`config.mk`:
```
export PLATFORM = sky130hd
export DESIGN_NAME = issue_ctrl
export DESIGN_NICKNAME = d
export VERILOG_FILES = /design/src/rtl/issue_ctrl.sv
export SDC_FILE = /design/constraint.sdc
export NUM_CORES = 1
export LEC_CHECK = 0
export BUFFER_PORTS_ARGS = -buffer_cell sky130_fd_sc_hd__buf_2
export CAP_MARGIN = 20
export CORE_AREA = 3 3 273 275
export CTS_CLUSTER_DIAMETER = 40
export DETAILED_ROUTE_END_ITERATION = 16
export DIE_AREA = 0 0 276 278
export PLACE_DENSITY = 0.75
export SYNTH_ARGS = -nofsm -noshare
export SYNTH_HDL_FRONTEND = slang
export SYNTH_SLANG_ARGS = --single-unit
```
`constraint.sdc`:
```
create_clock -name clk -period 15.35 [get_ports clk]
set_input_delay 0.7675 -clock clk [delete_from_list [all_inputs] [get_ports clk]]
set_output_delay 0.7675 -clock clk [all_outputs]
set_load 0.01 [all_outputs]
```
`src/rtl/issue_ctrl.sv`:
```
// Dual-issue front-end: circular instruction queue feeding two decode slots, issuing 0/1/2 per cycle.
// Latency: queue head visible 1 cycle after push; issued slots registered 1 cycle after the issue decision.
// Backpressure: iq_ready drops below 2 free entries (fetch must hold); id_stall freezes outputs and pops. Optional ISSUE_PERF_CNT_EN adds perf counters.
module issue_ctrl #(
    parameter int DEPTH = 8
) (
    input  logic        clk,
    input  logic        resetn,
    input  logic        flush,
    input  logic        id_stall,
    input  logic [1:0]  if_valid,
    input  logic [31:0] if_pc0,
    input  logic [31:0] if_pc1,
    input  logic [31:0] if_inst0,
    input  logic [31:0] if_inst1,
    output logic        iq_ready,
    output logic [1:0]  q_valid,
    output logic [31:0] q_inst0,
    output logic [31:0] q_inst1,
    input  logic        s0_w_reg_ena,
    input  logic        s1_w_reg_ena,
    input  logic [4:0]  s0_w_reg_dst,
    input  logic [4:0]  s1_rs,
    input  logic [4:0]  s1_rt,
    input  logic [4:0]  s1_w_reg_dst,
    input  logic        s0_is_bj,
    input  logic        s1_is_bj,
    input  logic        s0_is_ls,
    input  logic        s1_is_ls,
    input  logic        s0_is_hm,
    input  logic        s1_is_hm,
    input  logic        s0_is_single,
    input  logic        s1_is_single,
    output logic [1:0]  o_valid,
    output logic [31:0] o_pc0,
    output logic [31:0] o_pc1,
    output logic [31:0] o_inst0,
    output logic [31:0] o_inst1,
    output logic [31:0] perf_dual_cnt,
    output logic [31:0] perf_stall_cnt
);

    localparam int PW = $clog2(DEPTH);
    localparam int CW = PW + 1;

    logic [31:0]   pc_mem   [DEPTH];
    logic [31:0]   inst_mem [DEPTH];

    logic [PW-1:0] rd_ptr_q, rd_ptr_d;
    logic [PW-1:0] wr_ptr_q, wr_ptr_d;
    logic [CW-1:0] count_q, count_d;
    logic [PW-1:0] rd_ptr1;
    logic [PW-1:0] wr_ptr1;

    logic [1:0]    o_valid_q;
    logic [31:0]   o_pc0_q, o_pc1_q, o_inst0_q, o_inst1_q;

    logic          push0, push1;
    logic [1:0]    push_n;
    logic [1:0]    issue_n;
    logic          slot1_blk;
    logic          raw_hz, waw_hz;

    assign rd_ptr1 = rd_ptr_q + PW'(1);
    assign wr_ptr1 = wr_ptr_q + PW'(1);

    // Ready is derived from registered count only, so fetch never sees a combinational path from decode.
    assign iq_ready   = (count_q <= CW'(DEPTH - 2));
    assign q_valid[0] = (count_q != '0);
    assign q_valid[1] = (count_q > CW'(1));
    assign q_inst0    = inst_mem[rd_ptr_q];
    assign q_inst1    = inst_mem[rd_ptr1];

    assign push0  = iq_ready & if_valid[0] & ~flush;
    assign push1  = iq_ready & (if_valid == 2'b11) & ~flush;
    assign push_n = {1'b0, push0} + {1'b0, push1};

    assign raw_hz = s0_w_reg_ena & ((s0_w_reg_dst == s1_rs) | (s0_w_reg_dst == s1_rt));
    assign waw_hz = s0_w_reg_ena & s1_w_reg_ena & (s0_w_reg_dst == s1_w_reg_dst);

    always_comb begin
        slot1_blk = ~q_valid[1] | s1_is_bj | s0_is_single | s1_is_single
                  | (s0_is_ls & s1_is_ls) | (s0_is_hm & s1_is_hm) | raw_hz | waw_hz;
        issue_n = 2'd0;
        // A branch at the head is held until its delay slot is in the queue.
        if (!id_stall && !flush && q_valid[0] && !(s0_is_bj && !q_valid[1])) begin
            issue_n = slot1_blk ? 2'd1 : 2'd2;
        end
    end

    always_comb begin
        rd_ptr_d = rd_ptr_q + PW'(issue_n);
        wr_ptr_d = wr_ptr_q + PW'(push_n);
        count_d  = count_q + CW'(push_n) - CW'(issue_n);
        if (flush) begin
            rd_ptr_d = '0;
            wr_ptr_d = '0;
            count_d  = '0;
        end
    end

    always_ff @(posedge clk) begin
        if (push0) begin
            pc_mem[wr_ptr_q]   <= if_pc0;
            inst_mem[wr_ptr_q] <= if_inst0;
        end
        if (push1) begin
            pc_mem[wr_ptr1]    <= if_pc1;
            inst_mem[wr_ptr1]  <= if_inst1;
        end
    end

    always_ff @(posedge clk or negedge resetn) begin
        if (!resetn) begin
            rd_ptr_q  <= '0;
            wr_ptr_q  <= '0;
            count_q   <= '0;
            o_valid_q <= 2'b00;
            o_pc0_q   <= '0;
            o_pc1_q   <= '0;
            o_inst0_q <= '0;
            o_inst1_q <= '0;
        end else begin
            rd_ptr_q <= rd_ptr_d;
            wr_ptr_q <= wr_ptr_d;
            count_q  <= count_d;
            if (flush) begin
                o_valid_q <= 2'b00;
            end else if (!id_stall) begin
                o_valid_q <= {issue_n == 2'd2, issue_n != 2'd0};
                // Slots that do not issue keep their old payload; only the valid bit drops.
                if (issue_n != 2'd0) begin
                    o_pc0_q   <= pc_mem[rd_ptr_q];
                    o_inst0_q <= inst_mem[rd_ptr_q];
                end
                if (issue_n == 2'd2) begin
                    o_pc1_q   <= pc_mem[rd_ptr1];
                    o_inst1_q <= inst_mem[rd_ptr1];
                end
            end
        end
    end

    assign o_valid = o_valid_q;
    assign o_pc0   = o_pc0_q;
    assign o_pc1   = o_pc1_q;
    assign o_inst0 = o_inst0_q;
    assign o_inst1 = o_inst1_q;

`ifdef ISSUE_PERF_CNT_EN
    logic [31:0] perf_dual_q, perf_stall_q;

    always_ff @(posedge clk or negedge resetn) begin
        if (!resetn) begin
            perf_dual_q  <= '0;
            perf_stall_q <= '0;
        end else begin
            if (issue_n == 2'd2) begin
                perf_dual_q <= perf_dual_q + 32'd1;
            end
            if (q_valid[0] && !id_stall && !flush && issue_n == 2'd0) begin
                perf_stall_q <= perf_stall_q + 32'd1;
            end
        end
    end

    assign perf_dual_cnt  = perf_dual_q;
    assign perf_stall_cnt = perf_stall_q;
`else
    assign perf_dual_cnt  = 32'd0;
    assign perf_stall_cnt = 32'd0;
`endif

endmodule

```
==> flow_summary.rst <==
.. list-table::
   :header-rows: 1

   * - Metric
     - Value
   * - Leak
     - 15.39 nW
   * - Die Height
     - 278 microns
   * - Gr usage total
     - 25.39%
   * - Number of detailed-routing iterations run before antenna repair
     - 5
   * - DP HPWL
     - 57.68 mm
   * - Die Width
     - 276 microns
   * - Overflow left after global routing
     - 0
   * - Cell class contributing the biggest share of worst-path delay
     - buffers and inverters
   * - Setup repair after global routing missed its margin
     - no
   * - Slew @ Worst Pin
     - 1.029 ns
   * - RR Startpoint
     - rd_ptr_q[0]
   * - Number of buffers and inverters on the critical path
     - 2
   * - Endpoint required time on the critical path
     - 14.58 ns
   * - Final Wtd Congestion
     - 0.8074
   * - Depth of the critical timing path with buffers and inverters included
     - 5
   * - Share of the clock period used by the worst path
     - 33.96%
   * - Std-Cell Core Area
     - 0.07259 sq mm
   * - Average wire per cell in the routed design
     - 28.52 microns
   * - CTS tree
     - built
   * - Final-stage net count
     - 2573
   * - Number of hold buffers added after cts
     - 0
   * - Final critical delay including setup and external delays
     - 5.214 ns
   * - Slowest Stage Delay on Critical Path
     - 0.95 ns
   * - Worst reg2reg setup slack
     - 10.56 ns
   * - Endpoint of the most critical setup path
     - q_inst1[18]
   * - Worst flop-to-flop path endpoint
     - o_pc1[0]
   * - Setup violation total in the final timing report
     - 0
   * - Drc violations
     - 0
   * - Cell at the root of the clock tree
     - sky130_fd_sc_hd__clkbuf_16
   * - DR iter-0 viols
     - 1878
   * - Layout cell share with drive strength beyond 1
     - 62.15%
   * - Maximum count of clock buffers along a single path
     - 3
   * - Initial core utilization
     - 49.48%
   * - Max-cap check violation count
     - 0
   * - Share of async-settable or async-resettable flops after synthesis
     - 21.47%
   * - Routed via count
     - 21270
   * - WS Path Type
     - flip-flop to output pin
   * - Wire length of the first global-routing pass
     - 147.0 mm
   * - Area growth from synthesis to layout
     - 16.12%
   * - Antenna violations before repair
     - 23
   * - Number of global-route vias before repair
     - 22510
   * - Maximum fanout along the worst path
     - 51
   * - Floorplan die area
     - 0.07673 sq mm
   * - Flip-flop and latch count after synthesis
     - 652
   * - Area of the multi-input gates
     - 0.01591 sq mm
   * - Number of top-level design ports
     - 425
   * - DR vias/cell
     - 6.167
   * - Number of enable flip-flop cells after synthesis
     - 512
   * - Peak ir drop on the vdd network
     - 0.1072 mV
   * - Number of max-slew violations in the final report
     - 0
   * - Post-Route Setup TNS
     - 0 ns
   * - Data arrival at the endpoint of the critical path
     - 4.45 ns
   * - Crit path launch type
     - flip-flop
   * - Distinct cell type count after synthesis
     - 45
   * - Critical path's slowest cell
     - sky130_fd_sc_hd__dfrtp_4
   * - Number of clock sinks
     - 652
   * - Cell count of the worst reg-to-reg path
     - 6
   * - Type of element capturing the critical path
     - output pin
   * - Min-Delay Path Class
     - input pin to async pin
   * - Area taken by flip-flops and latches
     - 0.01889 sq mm
   * - Cells traversed along the worst timing path
     - ha_4, buf_4, mux4_2, mux2_2, buf_2
   * - Post-CTS repair timing setup buffer count
     - 0
   * - Portion of the post-synthesis area used by sequential elements
     - 52.56%
   * - Clock latency reported for the late side of the worst-skew pair
     - 0.67 ns
   * - Average cell area after synthesis
     - 17.62 sq um
   * - Final Hold Vio Count
     - 0
   * - Number of gates given a new drive strength after cts
     - 0
   * - Origin of the worst setup path
     - rd_ptr_q[0]
   * - Synth Flop Type
     - sky130_fd_sc_hd__edfxtp_1
   * - Fill count
     - 5592
   * - Mapped Area
     - 0.03592 sq mm
   * - Power Density
     - 143.0 mW/mm^2
   * - Number of warnings issued by yosys
     - 0
   * - Result of the run
     - complete, no violations
   * - Standard-cell row count
     - 99
   * - Commonest non-fill, non-tap cell in the layout
     - sky130_fd_sc_hd__mux2_2
   * - Largest net degree at the start of global routing
     - 92
   * - Clock Skew
     - 0.01971 ns
   * - Num CTS Buffers
     - 104
   * - Count of port buffers added during placement
     - 360
   * - Final worst-path setup slack
     - 10.14 ns
   * - H-tree depth
     - 3
   * - Post-route ant nets
     - 0
   * - DRT Wirelength
     - 98.37 mm
   * - Clock input transition at the sequential cells of the worst setup and hold paths
     - 0.06 ns
   * - Headroom to the max-slew limit
     - 31.11%
   * - Most used cells in the layout excluding fill and tap cells
     - sky130_fd_sc_hd__mux2_2, sky130_fd_sc_hd__edfxtp_1, sky130_fd_sc_hd__buf_2
   * - Post-Syn Instances
     - 2039
   * - Worst slack at placement
     - 10.46 ns
   * - Upper clock frequency limit
     - 191.8 MHz
[kinds of logic (layout without fill, tap and decap cells)]
logic type	Yosys count	in the layout	share of synthesized area, %
flops	652	652	52.56
mux	992	992	40.04
compound gates	51	51	0.8674
buf+inv	225	604	4.264
xor+xnor	22	22	0.5365
simple gates	80	80	1.083
other cells	1	73	0.01044
fa+ha+maj	16	16	0.6410
[sequential cells by signal, indices dropped and copies added (netlist names)]
name / count
o_pc1: 32
o_valid: 2
count_q: 4
o_inst0: 32
inst_mem: 256
pc_mem: 256
wr_ptr_q: 3
o_inst1: 32
o_pc0: 32
rd_ptr_q: 3
[per-layer routing]
| metal | vias up | GRT usage (%) | wire (microns) |
|---|---|---|---|
| li1 | 8854 | - | - |
| met1 | 11190 | 33.33 | 38120 |
| met2 | 994 | 42.50 | 49160 |
| met3 | 206 | 5.838 | 8479 |
| met4 | 22 | 7.583 | 2476 |
| met5 | - | 0 | 133 |
[worst register-to-register path: stages, from the launching register on]
cell and delay (ns):
sky130_fd_sc_hd__dfrtp_4 0.95, sky130_fd_sc_hd__buf_4 0.78, sky130_fd_sc_hd__buf_4 0.81, sky130_fd_sc_hd__buf_4 0.93, sky130_fd_sc_hd__mux4_2 0.64, sky130_fd_sc_hd__mux2_2 0.29
sky130_fd_sc_hd__mux2_2 0.27
[stage by stage]
stage	std cells	power (W)	instance area (sq um)	util [%]	hold WS, ns
finish	3449	0.005964	41710	57.46	0.2284
global route	3441	0.006218	41690	57.43	0.3031
CTS	3440	0.006013	41690	57.43	0.2422
detailed placement	3246	0.003657	38130	52.53	0.4685
global placement	3246	0.003622	38130	52.53	0.4600
floorplan	2102	0.003177	36150	-	0.4719
[Yosys cell counts (12+ instances only)]
cell	instances	area, sq um
sky130_fd_sc_hd__mux2_1	14	157.7
sky130_fd_sc_hd__inv_1	14	52.55
sky130_fd_sc_hd__buf_4	66	495.5
sky130_fd_sc_hd__nand2_1	41	153.9
sky130_fd_sc_hd__dfrtp_1	140	3503
sky130_fd_sc_hd__mux2_2	592	6666
sky130_fd_sc_hd__o21ai_0	35	175.2
sky130_fd_sc_hd__mux2i_1	32	320.3
sky130_fd_sc_hd__mux4_2	256	5766
sky130_fd_sc_hd__ha_1	12	150.1
sky130_fd_sc_hd__clkbuf_1	33	123.9
sky130_fd_sc_hd__buf_2	51	255.2
sky130_fd_sc_hd__mux2_4	98	1471
sky130_fd_sc_hd__xnor2_1	15	131.4
sky130_fd_sc_hd__edfxtp_1	512	15370
sky130_fd_sc_hd__buf_6	50	563.0
[worst min path at each step]
| stage | from | endpoint | slack (ns) |
|---|---|---|---|
| floorplan | resetn | count_q[0] | 0.47 |
| global route | resetn | o_inst1[9] | 0.30 |
| detailed placement | o_valid[1] | o_valid[1] | 0.47 |
| global placement | o_valid[1] | o_valid[1] | 0.46 |
| finish | resetn | o_inst0[7] | 0.23 |
| CTS | resetn | o_inst0[7] | 0.24 |
[power breakdown]
group / switching [W] / total [W] / leakage [nW] / internal (W)
Sequential: 0.000134 / 0.00226 / 6.45 / 0.00212
Combinational: 0.000675 / 0.00136 / 7.24 / 0.000688
Clock: 0.000891 / 0.00234 / 1.71 / 0.00145
Total: 0.00170 / 0.00596 / 15.4 / 0.00426
[area by class of cell]
class | instances | share of cell area (%)
clock inverter | 70 | 1.833
multi-input combinational | 1225 | 38.15
antenna | 9 | 0.05400
clock buffer | 124 | 6.693
tap | 959 | 2.877
inverter | 14 | 0.1260
timing repair buffer | 396 | 4.983
sequential | 652 | 45.29
(Power assumes the default switching activity.)
